`src/rtl/la_pkg.sv`:
```
// ---------------------------------------------------------------------------
// la_pkg
// Shared constants and encodings for the logic-analyser capture front end:
//   LA_CH          number of probe channels
//   LA_DEPTH_LOG2  default ring depth exponent (display RAM is 1024 x 8)
//   la_state_e     capture FSM states
//   TM_*           2-bit per-channel trigger condition codes
//   is_capturing() true in the states that write samples into the ring
// ---------------------------------------------------------------------------
package la_pkg;

    localparam int LA_CH         = 8;
    localparam int LA_DEPTH_LOG2 = 10;

    typedef enum logic [2:0] {
        ST_IDLE  = 3'd0,
        ST_PRE   = 3'd1,
        ST_ARMED = 3'd2,
        ST_POST  = 3'd3,
        ST_HOLD  = 3'd4
    } la_state_e;

    localparam logic [1:0] TM_IGNORE = 2'b00;
    localparam logic [1:0] TM_HIGH   = 2'b01;
    localparam logic [1:0] TM_RISE   = 2'b10;
    localparam logic [1:0] TM_FALL   = 2'b11;

    function automatic logic is_capturing(input la_state_e s);
        return (s == ST_PRE) || (s == ST_ARMED) || (s == ST_POST);
    endfunction

endpackage

```
`src/rtl/la_trig_match.sv`:
```
// ---------------------------------------------------------------------------
// la_trig_match
// Combinational trigger evaluation. Each channel is checked against its
// 2-bit mode; the trigger fires only when every channel is satisfied, so
// ignored channels count as satisfied and an all-ignore mode always hits.
// Ports:
//   sample    in  LA_CH     current tick's synchronised sample
//   prev      in  LA_CH     previous tick's sample
//   prev_vld  in  1         prev holds a real sample (edges are false if not)
//   trig_mode in  2*LA_CH   per-channel mode, channel i at [2i+1:2i]
//   hit       out 1         all channel conditions met
// ---------------------------------------------------------------------------
module la_trig_match
    import la_pkg::*;
(
    input  logic [LA_CH-1:0]   sample,
    input  logic [LA_CH-1:0]   prev,
    input  logic               prev_vld,
    input  logic [2*LA_CH-1:0] trig_mode,
    output logic               hit
);

    logic [LA_CH-1:0] ch_ok;

    always_comb begin
        ch_ok = '0;
        for (int i = 0; i < LA_CH; i++) begin
            case (trig_mode[2*i +: 2])
                TM_IGNORE: ch_ok[i] = 1'b1;
                TM_HIGH:   ch_ok[i] = sample[i];
                TM_RISE:   ch_ok[i] = prev_vld & ~prev[i] & sample[i];
                TM_FALL:   ch_ok[i] = prev_vld & prev[i] & ~sample[i];
                default:   ch_ok[i] = 1'b0;
            endcase
        end
    end

    assign hit = &ch_ok;

endmodule

```
`src/rtl/la_capture_trigger.sv`:
```
// ---------------------------------------------------------------------------
// la_capture_trigger
// Logic-analyser capture front end. Probes are synchronised, sampled every
// div+1 pclk cycles and written into a ring; after the trigger the frame is
// completed so that the ring holds exactly 2**DEPTH_LOG2 samples with the
// trigger at index pre_len, then the frame is held for HOLD_CYCLES before
// re-arming (continuous) or returning to IDLE.
// Optional feature: define LA_AUTO_TRIG_EN to force a trigger after
// AUTO_TIMEOUT sample ticks in ARMED; adds the auto_fired output.
// Ports:
//   pclk, rst_n       clock, synchronous active-low reset
//   la_in             asynchronous probe inputs
//   arm / stop        1-cycle start / abort pulses (stop wins)
//   continuous        re-arm after HOLD when 1
//   div, pre_len, trig_mode   capture configuration, latched on arm
//   wr_data/wr_en/wr_addr     ring write port toward the display RAM
//   start_addr        last sample address of the most recent frame
//   trigger_en        1 while capturing (display suppresses drawing)
//   triggered         pulses with the write of the trigger sample
//   auto_fired        (LA_AUTO_TRIG_EN) pulses with a forced trigger
//   busy              FSM not in IDLE
// ---------------------------------------------------------------------------
module la_capture_trigger
    import la_pkg::*;
#(
    parameter int DEPTH_LOG2  = LA_DEPTH_LOG2,
    parameter int HOLD_CYCLES = 2_000_000
`ifdef LA_AUTO_TRIG_EN
    ,
    parameter int AUTO_TIMEOUT = 1_000_000
`endif
) (
    input  logic                  pclk,
    input  logic                  rst_n,
    input  logic [LA_CH-1:0]      la_in,
    input  logic                  arm,
    input  logic                  stop,
    input  logic                  continuous,
    input  logic [15:0]           div,
    input  logic [DEPTH_LOG2-1:0] pre_len,
    input  logic [2*LA_CH-1:0]    trig_mode,
    output logic [LA_CH-1:0]      wr_data,
    output logic                  wr_en,
    output logic [DEPTH_LOG2-1:0] wr_addr,
    output logic [DEPTH_LOG2-1:0] start_addr,
    output logic                  trigger_en,
    output logic                  triggered,
`ifdef LA_AUTO_TRIG_EN
    output logic                  auto_fired,
`endif
    output logic                  busy
);

    localparam int CNT_W  = DEPTH_LOG2 + 1;
    localparam int HOLD_W = (HOLD_CYCLES > 1) ? $clog2(HOLD_CYCLES) : 1;
    localparam logic [CNT_W-1:0] DEPTH_CNT = {1'b1, {DEPTH_LOG2{1'b0}}};
`ifdef LA_AUTO_TRIG_EN
    localparam int AUTO_W = (AUTO_TIMEOUT > 1) ? $clog2(AUTO_TIMEOUT) : 1;
`endif

    la_state_e             state_q, state_d;
    logic [15:0]           div_cnt_q, div_cnt_d;
    logic [DEPTH_LOG2-1:0] ptr_q, ptr_d;
    logic [DEPTH_LOG2-1:0] pre_cnt_q, pre_cnt_d;
    logic [CNT_W-1:0]      post_cnt_q, post_cnt_d;
    logic [HOLD_W-1:0]     hold_cnt_q, hold_cnt_d;
    logic                  prev_vld_q, prev_vld_d;
    logic                  wr_en_q, wr_en_d;
    logic [LA_CH-1:0]      wr_data_q, wr_data_d;
    logic [DEPTH_LOG2-1:0] wr_addr_q, wr_addr_d;
    logic [DEPTH_LOG2-1:0] start_addr_q, start_addr_d;
    logic                  trigger_en_q, trigger_en_d;
    logic                  triggered_q, triggered_d;
`ifdef LA_AUTO_TRIG_EN
    logic [AUTO_W-1:0]     auto_cnt_q, auto_cnt_d;
    logic                  auto_fired_q, auto_fired_d;
`endif

    // Datapath registers: no reset needed, only consumed once the FSM is active.
    logic [LA_CH-1:0]      sync1_q, sync2_q;
    logic [LA_CH-1:0]      prev_q, prev_d;
    logic [15:0]           div_cfg_q, div_cfg_d;
    logic [DEPTH_LOG2-1:0] pre_len_q, pre_len_d;
    logic [2*LA_CH-1:0]    trig_mode_q, trig_mode_d;

    logic             tick, hit, fire;
    logic [CNT_W-1:0] post_len;

    la_trig_match u_match (
        .sample    (sync2_q),
        .prev      (prev_q),
        .prev_vld  (prev_vld_q),
        .trig_mode (trig_mode_q),
        .hit       (hit)
    );

    assign tick     = is_capturing(state_q) && (div_cnt_q == div_cfg_q);
    // pre_len is DEPTH_LOG2 bits wide, so it can never exceed DEPTH-1 and
    // at least the trigger sample always lands in POST.
    assign post_len = DEPTH_CNT - CNT_W'(pre_len_q);

    always_comb begin
        state_d      = state_q;
        div_cnt_d    = is_capturing(state_q) ? div_cnt_q + 16'd1 : 16'd0;
        ptr_d        = ptr_q;
        pre_cnt_d    = pre_cnt_q;
        post_cnt_d   = post_cnt_q;
        hold_cnt_d   = hold_cnt_q;
        prev_vld_d   = prev_vld_q;
        prev_d       = prev_q;
        div_cfg_d    = div_cfg_q;
        pre_len_d    = pre_len_q;
        trig_mode_d  = trig_mode_q;
        wr_en_d      = 1'b0;
        wr_data_d    = wr_data_q;
        wr_addr_d    = wr_addr_q;
        start_addr_d = start_addr_q;
        trigger_en_d = is_capturing(state_q);
        triggered_d  = 1'b0;
        fire         = 1'b0;
`ifdef LA_AUTO_TRIG_EN
        auto_cnt_d   = (state_q == ST_ARMED) ? auto_cnt_q : '0;
        auto_fired_d = 1'b0;
`endif

        // Every tick writes the sample at ptr and then advances the ring.
        if (tick) begin
            div_cnt_d  = 16'd0;
            wr_en_d    = 1'b1;
            wr_data_d  = sync2_q;
            wr_addr_d  = ptr_q;
            ptr_d      = ptr_q + DEPTH_LOG2'(1);
            prev_d     = sync2_q;
            prev_vld_d = 1'b1;
        end

        case (state_q)
            ST_IDLE: begin
                if (arm) begin
                    div_cfg_d   = div;
                    pre_len_d   = pre_len;
                    trig_mode_d = trig_mode;
                    pre_cnt_d   = '0;
                    prev_vld_d  = 1'b0;
                    state_d     = (pre_len == '0) ? ST_ARMED : ST_PRE;
                end
            end
            ST_PRE: begin
                if (tick) begin
                    pre_cnt_d = pre_cnt_q + DEPTH_LOG2'(1);
                    if (pre_cnt_d == pre_len_q) state_d = ST_ARMED;
                end
            end
            ST_ARMED: begin
                if (tick) begin
                    fire = hit;
`ifdef LA_AUTO_TRIG_EN
                    auto_cnt_d = auto_cnt_q + AUTO_W'(1);
                    if (!hit && (auto_cnt_q == AUTO_W'(AUTO_TIMEOUT - 1))) begin
                        fire         = 1'b1;
                        auto_fired_d = 1'b1;
                    end
`endif
                    if (fire) begin
                        triggered_d = 1'b1;
                        post_cnt_d  = CNT_W'(1);
                        if (post_len == CNT_W'(1)) begin
                            state_d      = ST_HOLD;
                            start_addr_d = ptr_q;
                            hold_cnt_d   = '0;
                        end else begin
                            state_d = ST_POST;
                        end
                    end
                end
            end
            ST_POST: begin
                if (tick) begin
                    post_cnt_d = post_cnt_q + CNT_W'(1);
                    if (post_cnt_d == post_len) begin
                        state_d      = ST_HOLD;
                        start_addr_d = ptr_q;
                        hold_cnt_d   = '0;
                    end
                end
            end
            ST_HOLD: begin
                if (hold_cnt_q == HOLD_W'(HOLD_CYCLES - 1)) begin
                    if (continuous) begin
                        pre_cnt_d  = '0;
                        prev_vld_d = 1'b0;
                        state_d    = (pre_len_q == '0) ? ST_ARMED : ST_PRE;
                    end else begin
                        state_d = ST_IDLE;
                    end
                end else begin
                    hold_cnt_d = hold_cnt_q + HOLD_W'(1);
                end
            end
            default: state_d = ST_IDLE;
        endcase

        // Abort overrides everything, including a write due on this cycle.
        if (stop) begin
            state_d      = ST_IDLE;
            wr_en_d      = 1'b0;
            wr_data_d    = wr_data_q;
            wr_addr_d    = wr_addr_q;
            ptr_d        = ptr_q;
            start_addr_d = start_addr_q;
            triggered_d  = 1'b0;
`ifdef LA_AUTO_TRIG_EN
            auto_fired_d = 1'b0;
`endif
        end
    end

    always_ff @(posedge pclk) begin
        if (!rst_n) begin
            state_q      <= ST_IDLE;
            div_cnt_q    <= '0;
            ptr_q        <= '0;
            pre_cnt_q    <= '0;
            post_cnt_q   <= '0;
            hold_cnt_q   <= '0;
            prev_vld_q   <= 1'b0;
            wr_en_q      <= 1'b0;
            wr_data_q    <= '0;
            wr_addr_q    <= '0;
            start_addr_q <= '0;
            trigger_en_q <= 1'b0;
            triggered_q  <= 1'b0;
`ifdef LA_AUTO_TRIG_EN
            auto_cnt_q   <= '0;
            auto_fired_q <= 1'b0;
`endif
        end else begin
            state_q      <= state_d;
            div_cnt_q    <= div_cnt_d;
            ptr_q        <= ptr_d;
            pre_cnt_q    <= pre_cnt_d;
            post_cnt_q   <= post_cnt_d;
            hold_cnt_q   <= hold_cnt_d;
            prev_vld_q   <= prev_vld_d;
            wr_en_q      <= wr_en_d;
            wr_data_q    <= wr_data_d;
            wr_addr_q    <= wr_addr_d;
            start_addr_q <= start_addr_d;
            trigger_en_q <= trigger_en_d;
            triggered_q  <= triggered_d;
`ifdef LA_AUTO_TRIG_EN
            auto_cnt_q   <= auto_cnt_d;
            auto_fired_q <= auto_fired_d;
`endif
        end
    end

    // Two-flop synchroniser on the asynchronous probes, plus config/prev storage.
    always_ff @(posedge pclk) begin
        sync1_q     <= la_in;
        sync2_q     <= sync1_q;
        prev_q      <= prev_d;
        div_cfg_q   <= div_cfg_d;
        pre_len_q   <= pre_len_d;
        trig_mode_q <= trig_mode_d;
    end

    assign wr_en      = wr_en_q;
    assign wr_data    = wr_data_q;
    assign wr_addr    = wr_addr_q;
    assign start_addr = start_addr_q;
    assign trigger_en = trigger_en_q;
    assign triggered  = triggered_q;
    assign busy       = (state_q != ST_IDLE);
`ifdef LA_AUTO_TRIG_EN
    assign auto_fired = auto_fired_q;
`endif

endmodule

```
`config.mk`:
```
export PLATFORM = sky130hd
export DESIGN_NAME = la_capture_trigger
export DESIGN_NICKNAME = d
export VERILOG_FILES = /design/src/rtl/la_pkg.sv /design/src/rtl/la_trig_match.sv /design/src/rtl/la_capture_trigger.sv
export SDC_FILE = /design/constraint.sdc
export NUM_CORES = 1
export LEC_CHECK = 0
export ABC_CLOCK_PERIOD_IN_PS = 3810
export CORE_UTILIZATION = 54
export DETAILED_ROUTE_END_ITERATION = 8
export GPL_ROUTABILITY_DRIVEN = 1
export PLACE_DENSITY = 0.88
export REMOVE_ABC_BUFFERS = 1
export SLEW_MARGIN = 15
export SYNTH_ARGS = -nofsm -noshare
export SYNTH_HDL_FRONTEND = slang
export SYNTH_HIERARCHICAL = 1
export SYNTH_SLANG_ARGS = --single-unit
```
`constraint.sdc`:
```
create_clock -name pclk -period 3.81 [get_ports pclk]
set_clock_uncertainty 0.15 [all_clocks]
set_input_delay 0.762 -clock pclk [delete_from_list [all_inputs] [get_ports pclk]]
set_output_delay 0.762 -clock pclk [all_outputs]
set_load 0.005 [all_outputs]
```
== After elaboration in Yosys (flattened, before gate mapping) ==
Index checks and enable logic that the tools add are counted.

* Input port bits: 55
* Flip-flop bits (word level): 169

* Add/sub/neg operators: 6
* Eq/ne operators: 44
* Reductions and logical operators: 29
* Bitwise logic cells: 53
* Multiplexer cells: 50

{| class="wikitable"
|+ Operator list
! operator !! number
|-
| $mux W21 || 6
|-
| $mux W10 || 9
|-
| $pmux W21 S3 || 1
|-
| $mux W11 || 3
|-
| $and A1 B1 Y1 || 32
|-
| $eq A2 B2 Y1 const B || 16
|-
| $pmux W1 S4 || 8
|-
| $pmux W10 S3 || 1
|-
| $mux W3 || 9
|-
| $pmux W11 S2 || 1
|-
| $add A21 B1 Y21 const B || 1
|-
| $eq A21 B21 Y1 const B || 1
|-
| $not A1 Y1 || 21
|-
| $add A10 B1 Y10 const B || 2
|-
| $logic_not A10 Y1 || 2
|-
| $pmux W10 S2 || 1
|-
| $add A16 B1 Y16 const B || 1
|-
| $eq A16 B16 Y1 || 1
|-
| $eq A2 B1 Y1 const B || 8
|-
| $logic_not A2 Y1 || 8
|-
| $ne A2 B2 Y1 const B || 8
|-
| $reduce_and A8 Y1 || 2
|-
| $pmux W3 S5 || 1
|-
| $reduce_and A7 Y1 || 2
|-
| other kinds (23) || 37
|}

== Longest topological paths before layout ==
Gate-level depths: netlist (run 1).

* Word-level depth: 8
* Gate-level depth with buffers: 12
* Depth with buffers taken out: 10

== By module ==
Netlist (run 1), hierarchy kept.

{| class="wikitable"
|+ Modules (own cells, without submodules)
! module !! seq. area each (µm²) !! instances !! cells an instance !! area an instance (µm²)
|-
| la_capture_trigger || 3883.7 || 1 || 753 || 7503.4
|-
| la_trig_match || 0.0 || 1 || 45 || 311.5
|}

== Worst setup path after synthesis (run 1) ==
Ideal clock, no wire load.

* Path type: reg2reg
* Start point: reg pre_len_q[0]
* End point: reg hold_cnt_q[11]
* Data arrival time: 2.638 ns
* Slack: 0.896 ns
* Cell stages (with the launch flop): 12
* Buffers on the path: 2
* Setup time: 0.126 ns
* Path through: edfxtp_1 inv_1 ha_1 or4b_4 nor4_4 xnor3_1 nor4_2 a31o_2 and4_1 buf_4 buf_6 a31oi_1

* Word-level cells in the longest chain between the ends: 4

{| class="wikitable"
|+ Ends and longest elaborated chain
! item !! line !! text
|-
| start, declared || la_capture_trigger.sv:83 || <nowiki>logic [DEPTH_LOG2-1:0] pre_len_q, pre_len_d;</nowiki>
|-
| start signal, assigned || la_capture_trigger.sv:264 || <nowiki>pre_len_q <= pre_len_d;</nowiki>
|-
| $sub A11 B10 Y11 (*) || la_capture_trigger.sv:100 || <nowiki>assign post_len = DEPTH_CNT - CNT_W'(pre_len_q);</nowiki>
|-
| $eq A11 B1 Y1 or $eq A11 B11 Y1 (tied branches) || la_capture_trigger.sv:167, la_capture_trigger.sv:180 ||
|-
| $ne A2 B1 Y1 (no line) || n/a ||
|-
| $reduce_and A7 Y1 (no line) (*) || n/a ||
|-
| end signal, assigned || la_capture_trigger.sv:243 || <nowiki>hold_cnt_q <= hold_cnt_d;</nowiki>
|-
| end, declared || la_capture_trigger.sv:66 || <nowiki>logic [HOLD_W-1:0] hold_cnt_q, hold_cnt_d;</nowiki>
|}

Every way passes the cells marked *; elsewhere a longest branch is shown, timed or not.
A chain may end at the register's enable or synchronous reset.

== Worst setup path in the final report (run 1) ==
* Start point: reg pre_len_q[0]
* End point: reg hold_cnt_q[12]

Same word-level chain as after synthesis.

==> results of run 1 <==
-- how the worst min path moves through the flow --
stage | startpoint | endpoint | slack, ns
final | sync1_q[5] | sync2_q[5] | 0.18
after global routing | sync1_q[3] | sync2_q[3] | 0.19
after CTS | sync1_q[5] | sync2_q[5] | 0.18
after detailed placement | sync1_q[5] | sync2_q[5] | 0.16
after global placement | sync1_q[5] | sync2_q[5] | 0.16
after floorplan | sync1_q[0] | sync2_q[0] | 0.16
-- state kept, by name, indices dropped and copies added (netlist names), 3 cells and up --
name,flops
wr_data,8
ptr_q,10
sync2_q,8
start_addr,10
prev_q,8
state_q,3
div_cfg_q,16
post_cnt_q,11
trig_mode_q,16
hold_cnt_q,21
pre_len_q,10
pre_cnt_q,10
sync1_q,8
div_cnt_q,16
wr_addr,10
-- through the flow --
step / cell area, sq um / power, W / hold slack [ns]
6_report: 9380 / 0.00382 / 0.177
5_1_grt: 9380 / 0.00394 / 0.188
4_1_cts: 9380 / 0.00384 / 0.178
3_5_place_dp: 8800 / 0.00218 / 0.162
3_3_place_gp: 8800 / 0.00217 / 0.160
2_1_floorplan: 7620 / 0.00207 / 0.160
-- worst max-delay path: cells and delay by family (launching register included) --
kind            cells  cell delay [ns]
simple gates        4             1.10
flops               1             0.50
buf+inv             2             0.36
fa+ha+maj           1             0.25
xor+xnor            1             0.35
compound gates      2             0.36
-- kinds of logic (layout without fill, tap and decap cells) --
family	Yosys count	in the layout
compound gates	133	133
mux	34	34
flops	169	169
fa+ha+maj	7	7
xor+xnor	75	75
buf+inv	62	151
simple gates	318	318
-- synthesized netlist by cell type (all sizes together), types with 13 or more instances --
master,count
dfxtp,119
nor2,84
nand2,69
edfxtp,50
xor2,39
o21ai,36
mux2i,34
nand3,34
a21oi,32
clkbuf,32
xnor2,32
inv,22
a31oi,21
nand4,18
nor3,17
and3,15
nor4,13
-- power by group through the flow --
stage	sequential, W	clock, W	combinational (W)
floorplan	0.00197	0	0.0000989
global placement	0.00198	0	0.000193
detailed placement	0.00198	0	0.000197
CTS	0.00194	0.00170	0.000199
global route	0.00195	0.00178	0.000217
finish	0.00194	0.00168	0.000199
-- cell type report --
| type | count | share of cell area |
|---|---|---|
| clock buffer | 18 | 0.0468 |
| clock inverter | 14 | 0.0152 |
| timing repair buffer | 97 | 0.101 |
| multi-input combinational | 567 | 0.391 |
| sequential | 169 | 0.414 |
| tap | 180 | 0.0240 |
| inverter | 22 | 0.00880 |
-- routing by layer --
| metal | vias to the layer above | wire length [um] |
|---|---|---|
| met5 | - | 0 |
| met4 | 0 | 344 |
| li1 | 3019 | - |
| met2 | 242 | 8480 |
| met1 | 3004 | 7330 |
| met3 | 33 | 1220 |
==> run metrics, run 1 <==
result of the run=finished clean; FF+latch count, synth=between 150 and 200; hold-fix buffers at CTS=0; element type at the critical path start=flop; final-report hold violation count=0; part of the power in the clock network=0.440; Initial DRT Pass Iterations=5; setup violation total in the final timing report=0; number of buffers inserted during clock tree synthesis=17; Pins Over Slew Limit=0; number of synthesized flops with an enable pin=50; starting density of the core=0.559; combinational family with the most area after synthesis=simple AND/OR/NAND/NOR gates; number of top-level pins=87; post-route fraction of the period consumed by the critical path=0.844; total global-route track usage=0.247; Post-route DRC=0; worst hold path type=reg -> reg; net switching power=0.000890 W; worst setup slack after layout=0.594 ns; proportion of layout cells with a drive suffix above 1=0.0744; internal power=0.00293 W; top fanout value on the critical path=22; average wire length per cell after detail routing=16.3 um; clk slew on worst S/H paths=0.06 ns; Core Rows=43; synthesized-area fraction occupied by xor and xnor cells=0.0911; Max-slew headroom=0.350; top post-synthesis cells by area=dfxtp_1 30%, edfxtp_1 19%, xor2_1 4.4%, mux2i_1 4.4%, nor2_1 4.0%; HPWL reported at the end of detailed placement=11.8 mm; post-synthesis sequential area ratio=0.497; Routed Wire Length=around 17 mm; cells traversed along the worst timing path=inv_1, ha_1, or4b_4, nor4_4, xnor3_1, nor4_2, a31o_2, and4_1, buf_4, a31oi_1; worst IR drop on VDD=383 uV; area share of and/or/nand/nor cells after synthesis=0.215; # diodes=0; sink count of the clock tree=169; summed negative setup slack over all endpoints=0 ns; Synth area leader=dfxtp_1; Core Footprint=0.0140 sq mm; max-cap violations=0; number of H-tree levels=4; met1 global-route usage=0.304; starting DRC count in detailed routing=502; via count of the first global-routing pass=just over 6000; yosys synthesis warning count=6; Async S/R FF share, synth=0; routability-driven placement congestion ratio=0.850; leading cell types in the layout, fill and taps excluded=119 x dfxtp_1, 86 x clkdlybuf4s50_1, 84 x nor2_1; antenna violations before repair=0; number of routed nets with antenna violations=0; share of total power consumed by net switching=0.233; Vias=between 6000 and 7000; logic depth of the worst register-to-register path=10; R2R Path End=hold_cnt_q[12]; clock latency on the worst-skew pair=0.43 ns; capturing element type of the critical path=flop; flip-flop and latch area=0.00388 sq mm; number of cells in the finished layout apart from fillers=1067; mean cell area of the mapped netlist=9.79 sq um; Crit Path Category=reg -> reg; total gr overflow=0; number of instances in the synthesized netlist=between 700 and 800; most frequent standard cell in the layout excluding fill and tap cells=dfxtp_1; count of cell types in the netlist=61; start of the worst register-to-register path=pre_len_q[0]; P&R area growth vs syn=20.0%; required arrival time at the worst endpoint=3.96 ns; fraction of power consumed by sequential logic=0.508; busiest grt layer=met2; Combinational Power Share=0.052; quantity of I/O buffers inserted on ports=86; mux cell area share after synthesis=0.0435; biggest cell delay along the critical path=0.53 ns; static leakage power=3.24 nW; root buffer cell=clkbuf_16; setup slack, reg-to-reg=0.59 ns; synthesized-area fraction occupied by ao, oa, aoi and oai cells=0.107; chip height=122 um; final critical-path required period=around 3.2 ns; area share of the largest cell type after synthesis=0.305; nets=roughly 940; Vias/cell=around 6; largest buffer count on any clock path=2; Critical Path End=hold_cnt_q[12]; WHS Path Cells=0; GR Util met2=0.407; global-route track usage on met3=0.0669; crit path max-delay cell type=or4b_4; setup repair after global routing missed its margin=no; dpl cells=1035; horizontal extent of the die=122 um; arrival time worst endpoint=3.36 ns; PD cells=408 mW/mm^2; Most used DFF post-synth=dfxtp_1; cell area after synthesis=about 0.0078 sq mm; highest clock frequency the design can meet=311 MHz; wire length of the first global-routing pass=between 20 and 30 mm; Die Outline Area=0.0150 sq mm; fill cell instance count of the final layout=roughly 1100; adder-cell area share of the yosys netlist=0.0112; maximum number of pins on one net before global-route repair=52; area used by multi-input combinational logic=roughly 0.0037 sq mm; measured slew at the worst slew-check pin=between 0.9 and 1 ns; post-CTS resize count=0; launch point of the worst path=pre_len_q[0]; post-layout utilization of the core=0.671; TritonCTS clock tree=yes; # Post-CTS Setup Buffers=0; Setup Slack @ Placement=0.638 ns
Note: power is estimated with default switching activity, not from simulation.
==> run 2, diff against run 1 <==
- ABC_CLOCK_PERIOD_IN_PS: 3810 -> 3000
- clock period: 3.81 -> 3 ns (I/O delays scaled with it)
==> run 2 against run 1 <==
Effect of this change: flip-flop and latch count stayed put; largest power group unchanged; highest routed layer unchanged; critical path type unchanged; utilization rose by 1.3 points; first-iteration DRC count increased by 47%; non-clock buffer count is 20 higher.
==> run metrics, run 2 (synthesized netlist as in run 1, its figures left out) <==
top fanout value on the critical path=9 (-59%); max-cap violations=0 (unchanged); setup slack, reg-to-reg=0.16 ns (-0.44 ns); worst hold path type=reg -> reg; setup repair after global routing missed its margin=no; Vias=6268 (-0.48%); Core Rows=43 (unchanged); launch point of the worst path=div_cnt_q[2]; summed negative setup slack over all endpoints=0 ns (unchanged); # Post-CTS Setup Buffers=0 (unchanged); max FFs per register=21 (unchanged); Vias/cell=5.77 (-2.3%); arrival time worst endpoint=3.04 ns (-0.32 ns); cell family contributing the most delay on the critical path=simple AND/OR/NAND/NOR gates; final-report hold violation count=0 (unchanged); horizontal extent of the die=122 um (unchanged); number of routed nets with antenna violations=0 (unchanged); Core Footprint=0.0140 sq mm (unchanged); root buffer cell=clkbuf_16; result of the run=finished clean; buffering stage count on the worst path with inverters included=0 (-2); proportion of layout cells with a drive suffix above 1=0.0926 (+0.0182); nets=956 (+2.1%); highest clock frequency the design can meet=352 MHz (+13%); start of the worst register-to-register path=div_cnt_q[2]; Critical Path End=post_cnt_q[9]; starting DRC count in detailed routing=739 (+47%); leading cell types in the layout, fill and taps excluded=119 x dfxtp_1, 86 x clkdlybuf4s50_1, 84 x nor2_1; total gr overflow=0 (unchanged); routability-driven placement congestion ratio=0.915 (+7.6%); HPWL reported at the end of detailed placement=12.2 mm (+4.1%); maximum number of pins on one net before global-route repair=35 (-33%); element type at the critical path start=flop; Pins Over Slew Limit=0 (unchanged); number of top-level pins=87 (unchanged); biggest cell delay along the critical path=0.62 ns (+0.09 ns); Max-slew headroom=0.591 (+0.241); crit path max-delay cell type=or4_1; post-CTS resize count=0 (unchanged); post-layout utilization of the core=0.683 (+0.0126); quantity of I/O buffers inserted on ports=86 (unchanged); Die Outline Area=0.0150 sq mm (unchanged); clock latency on the worst-skew pair=0.44 ns (about the same); cell area after layout=0.00956 sq mm (+1.9%); worst IR drop on VDD=468 uV (+22%); P&R area growth vs syn=22.3%; Initial DRT Pass Iterations=7 (+2); sink count of the clock tree=169 (unchanged); # diodes=0 (unchanged); most frequent standard cell in the layout excluding fill and tap cells=dfxtp_1; setup violation total in the final timing report=0 (unchanged); logic depth of the worst register-to-register path=6 (-4); antenna violations before repair=0 (unchanged); measured slew at the worst slew-check pin=0.608 ns (-0.367 ns); chip height=122 um (unchanged); Setup Slack @ Placement=0.0296 ns (-0.608 ns); worst setup slack after layout=0.156 ns (-0.438 ns); cell count along the critical path=6 (-4); Post-route DRC=0 (unchanged); required arrival time at the worst endpoint=3.20 ns (-0.76 ns); total global-route track usage=0.249 (+0.00256); largest buffer count on any clock path=2 (unchanged); TritonCTS clock tree=yes; final critical-path required period=2.84 ns (-0.372 ns); number of cells in the finished layout apart from fillers=1087 (+1.9%); total cell area at the placement stage=0.00897 sq mm (+2.0%); Routed Wire Length=17.6 mm (+1.6%); cells traversed along the worst timing path=xor2_1, nor4_1, and4_1, nand3_1, or4_1, a21oi_1; capturing element type of the critical path=flop; wire length of the first global-routing pass=29.0 mm (+0.82%); static leakage power=3.35 nW (+3.4%); hold-fix buffers at CTS=0 (unchanged); Crit Path Category=reg -> reg; number of H-tree levels=4 (unchanged); post-route fraction of the period consumed by the critical path=0.948 (+0.104); clk slew on worst S/H paths=0.06 ns (about the same); PD cells=510 mW/mm^2 (+25%); via count of the first global-routing pass=6002 (-0.97%); dpl cells=1055 (+1.9%); Largest Register=hold_cnt_q; R2R Path End=post_cnt_q[9]; average wire length per cell after detail routing=16.2 um (-0.29%); starting density of the core=0.559 (unchanged); number of buffers inserted during clock tree synthesis=17 (unchanged)
run 2: changes by cell type in the layout (fill, tap and decap cells not counted), moves of 2 or more:
cell / delta
buf_4: +18
buf_12: +2
clkbuf_1: +2
clkinv_1: +2
clkinvlp_4: -2
run 2: worst min path at each step:
stage | cells past startpoint | start | to
3_3_place_gp | 0 | sync1_q[6] | sync2_q[6]
4_1_cts | 0 | sync1_q[6] | sync2_q[6]
6_report | 0 | sync1_q[6] | sync2_q[6]
2_1_floorplan | 0 | sync1_q[0] | sync2_q[0]
5_1_grt | 0 | sync1_q[3] | sync2_q[3]
3_5_place_dp | 0 | sync1_q[6] | sync2_q[6]
run 2: area by class of cell:
cell class / count / area [sq um]
fillers: 1050 / 4430
flip-flops and latches: 169 / 3880
multi-input cells: 567 / 3670
repair buffers: 117 / 1120
clock buffers: 22 / 485
well taps: 180 / 225
clock inverters: 10 / 90.1
inverters: 22 / 82.6
run 2: metal layers:
| metal | track usage | share of wire | vias up | wire length (um) |
|---|---|---|---|---|
| met5 | 0 | 0 | - | 0 |
| met1 | 0.317 | 0.43 | 2981 | 7590 |
| met3 | 0.0507 | 0.055 | 30 | 969 |
| met4 | 0.0968 | 0.018 | 0 | 320 |
| li1 | - | - | 3050 | - |
| met2 | 0.417 | 0.50 | 207 | 8770 |
run 2: through the flow:
stage	power, W	hold WS [ns]
CTS	0.00489	0.179
detailed placement	0.00278	0.165
global route	0.00501	0.183
floorplan	0.00263	0.160
finish	0.00488	0.177
global placement	0.00277	0.160
run 2: power by group:
group          switching, W  internal (W)
Sequential        0.0000443       0.00241
Clock              0.000900       0.00124
Combinational      0.000141      0.000144
==> run 3, diff against run 2 <==
--- a/config.mk
+++ b/config.mk
@@ -8,2 +8,3 @@
 export ABC_CLOCK_PERIOD_IN_PS = 3000
+export CAP_MARGIN = 30
 export CORE_UTILIZATION = 54
==> constraint.sdc (replaced) <==
create_clock -name pclk -period 3 [get_ports pclk]
set_clock_uncertainty 0.15 [all_clocks]
set_input_delay 0.9 -clock pclk [delete_from_list [all_inputs] [get_ports pclk]]
set_output_delay 0.9 -clock pclk [all_outputs]
set_load 0.005 [all_outputs]
==> run 3 against run 2 <==
Effect of this change: combinational power rose by 2%; first-iteration DRC count shrank 17%; worst hold slack improved by 0.00074 ns.
==> run metrics, run 3 (synthesized netlist as in run 1, its figures left out) <==
result of the run=finished clean; starting density of the core=0.559 (unchanged); launch point of the worst path=state_q[2]; Post-route DRC=0 (unchanged); max-cap violations=0 (unchanged); antenna violations before repair=0 (unchanged); clk slew on worst S/H paths=0.07 ns (about the same); via count of the first global-routing pass=6264 (+4.4%); P&R area growth vs syn=23.3%; routability-driven placement congestion ratio=0.829 (-9.3%); root buffer cell=clkbuf_16; Pins Over Slew Limit=0 (unchanged); arrival time worst endpoint=1.87 ns (-1.17 ns); proportion of layout cells with a drive suffix above 1=0.100 (+0.00739); leading cell types in the layout, fill and taps excluded=119 x dfxtp_1, 86 x clkdlybuf4s50_1, 84 x nor2_1; Die Outline Area=0.0150 sq mm (unchanged); flip-flop and latch area=0.00388 sq mm (unchanged); average wire length per cell after detail routing=16.7 um (+2.8%); most frequent standard cell in the layout excluding fill and tap cells=dfxtp_1; starting DRC count in detailed routing=612 (-17%); static leakage power=3.38 nW (+0.91%); number of top-level pins=87 (unchanged); biggest cell delay along the critical path=0.52 ns (-0.10 ns); net switching power=0.00115 W (+6.4%); maximum number of pins on one net before global-route repair=52 (+49%); Combinational Power Share=0.059 (about the same); Routed Wire Length=18.2 mm (+3.1%); TritonCTS clock tree=yes; worst IR drop on VDD=443 uV (-5.4%); share of total power consumed by net switching=0.234 (+0.0119); # diodes=0 (unchanged); quantity of I/O buffers inserted on ports=86 (unchanged); WHS Path Cells=0 (unchanged); post-route fraction of the period consumed by the critical path=0.973 (+0.0250); Vias/cell=5.81 (+0.82%); Vias=6337 (+1.1%); number of H-tree levels=4 (unchanged); Core Footprint=0.0140 sq mm (unchanged); sink count of the clock tree=169 (unchanged); internal power=0.00377 W (-0.49%); clock latency on the worst-skew pair=0.44 ns (about the same); logic depth of the worst register-to-register path=10 (+4); crit path max-delay cell type=clkdlybuf4s50_1; final-report hold violation count=0 (unchanged); post-layout utilization of the core=0.689 (+0.00572); HPWL reported at the end of detailed placement=12.2 mm (about the same); capturing element type of the critical path=primary output; number of buffers inserted during clock tree synthesis=17 (unchanged); Crit Path Category=reg -> out; measured slew at the worst slew-check pin=0.607 ns (-0.00117 ns); required arrival time at the worst endpoint=1.95 ns (-1.25 ns); top fanout value on the critical path=12 (+3); cells traversed along the worst timing path=nor3_1, inv_1, clkdlybuf4s50_1; cell count along the critical path=3 (-3); R2R Path End=start_addr[1]; area used by multi-input combinational logic=0.00368 sq mm (+0.20%); number of cells in the finished layout apart from fillers=1090 (+0.28%); horizontal extent of the die=122 um (unchanged); largest buffer count on any clock path=2 (unchanged); part of the power in the clock network=0.443 (+0.005); Critical Path End=busy; Max-slew headroom=0.592 (+0.000785); dpl cells=1056 (+0.095%); start of the worst register-to-register path=pre_len_q[1]; number of routed nets with antenna violations=0 (unchanged); total gr overflow=0 (unchanged); setup slack, reg-to-reg=0.13 ns (-0.03 ns); worst hold path type=reg -> reg; cell family contributing the most delay on the critical path=buffers and inverters; highest clock frequency the design can meet=343 MHz (-2.6%); PD cells=511 mW/mm^2 (+0.21%); buffering stage count on the worst path with inverters included=2 (+2); max FFs per register=21 (unchanged); fill cell instance count of the final layout=1000 (-4.8%); setup violation total in the final timing report=0 (unchanged); Largest Register=hold_cnt_q; Initial DRT Pass Iterations=8 (+1); wire length of the first global-routing pass=29.7 mm (+2.6%); Core Rows=43 (unchanged); final critical-path required period=2.92 ns (+0.0749 ns); element type at the critical path start=flop; chip height=122 um (unchanged); total global-route track usage=0.257 (+0.00730); worst hold slack=0.178 ns (+0.000745 ns); fraction of power consumed by sequential logic=0.498 (-0.006); nets=959 (+0.31%)
[run 3: changes by cell type in the layout (fill, tap and decap cells not counted), sizes merged]
cell,change
buf,+3
clkinv,-2
inv,+4
clkbuf,-2
[run 3: per-layer routing]
layer / up-vias / global-route usage / wire length [um]
li1: 3062 / - / -
met1: 3009 / 0.318 / 7770
met2: 225 / 0.422 / 8860
met3: 41 / 0.0632 / 1120
met4: 0 / 0.117 / 444
met5: - / 0 / 0
[run 3: power groups by stage]
stage / clock network (W) / logic, W / registers (W)
after floorplan: 0 / 0.000126 / 0.00250
after global placement: 0 / 0.000273 / 0.00250
after detailed placement: 0 / 0.000282 / 0.00251
after CTS: 0.00220 / 0.000287 / 0.00246
after global routing: 0.00230 / 0.000313 / 0.00246
final: 0.00218 / 0.000290 / 0.00246
[run 3: worst min-delay path by stage]
| stage | start | endpoint | slack [ns] |
|---|---|---|---|
| 2_1_floorplan | sync1_q[0] | sync2_q[0] | 0.16 |
| 3_3_place_gp | sync1_q[3] | sync2_q[3] | 0.16 |
| 3_5_place_dp | sync1_q[2] | sync2_q[2] | 0.16 |
| 4_1_cts | sync1_q[2] | sync2_q[2] | 0.18 |
| 5_1_grt | sync1_q[2] | sync2_q[2] | 0.19 |
| 6_report | sync1_q[5] | sync2_q[5] | 0.18 |
[run 3: cell type report]
class,instances,share of cell area
flip-flops and latches,169,0.403
multi-input cells,567,0.382
repair buffers,120,0.122
clock buffers,20,0.0474
well taps,180,0.0234
clock inverters,12,0.0136
inverters,22,0.00857
[run 3: what timing repair did]
item / CTS / global route
setup endpoints to repair: 3 / 16
pin swaps: 1 / 2
buffers inserted: 0 / 2
hold buffers: 0 / 0
gates resized for setup: 0 / 3
[run 3: stage by stage]
step	power, W	setup TNS (ns)	instance area (sq um)	setup slack, ns
2_1_floorplan	0.00263	-5.95	7620	-0.368
3_3_place_gp	0.00278	0	9020	0.171
3_5_place_dp	0.00279	0	9020	0.0414
4_1_cts	0.00494	0	9610	0.109
5_1_grt	0.00508	-0.110	9640	-0.0337
6_report	0.00493	0	9640	0.0812
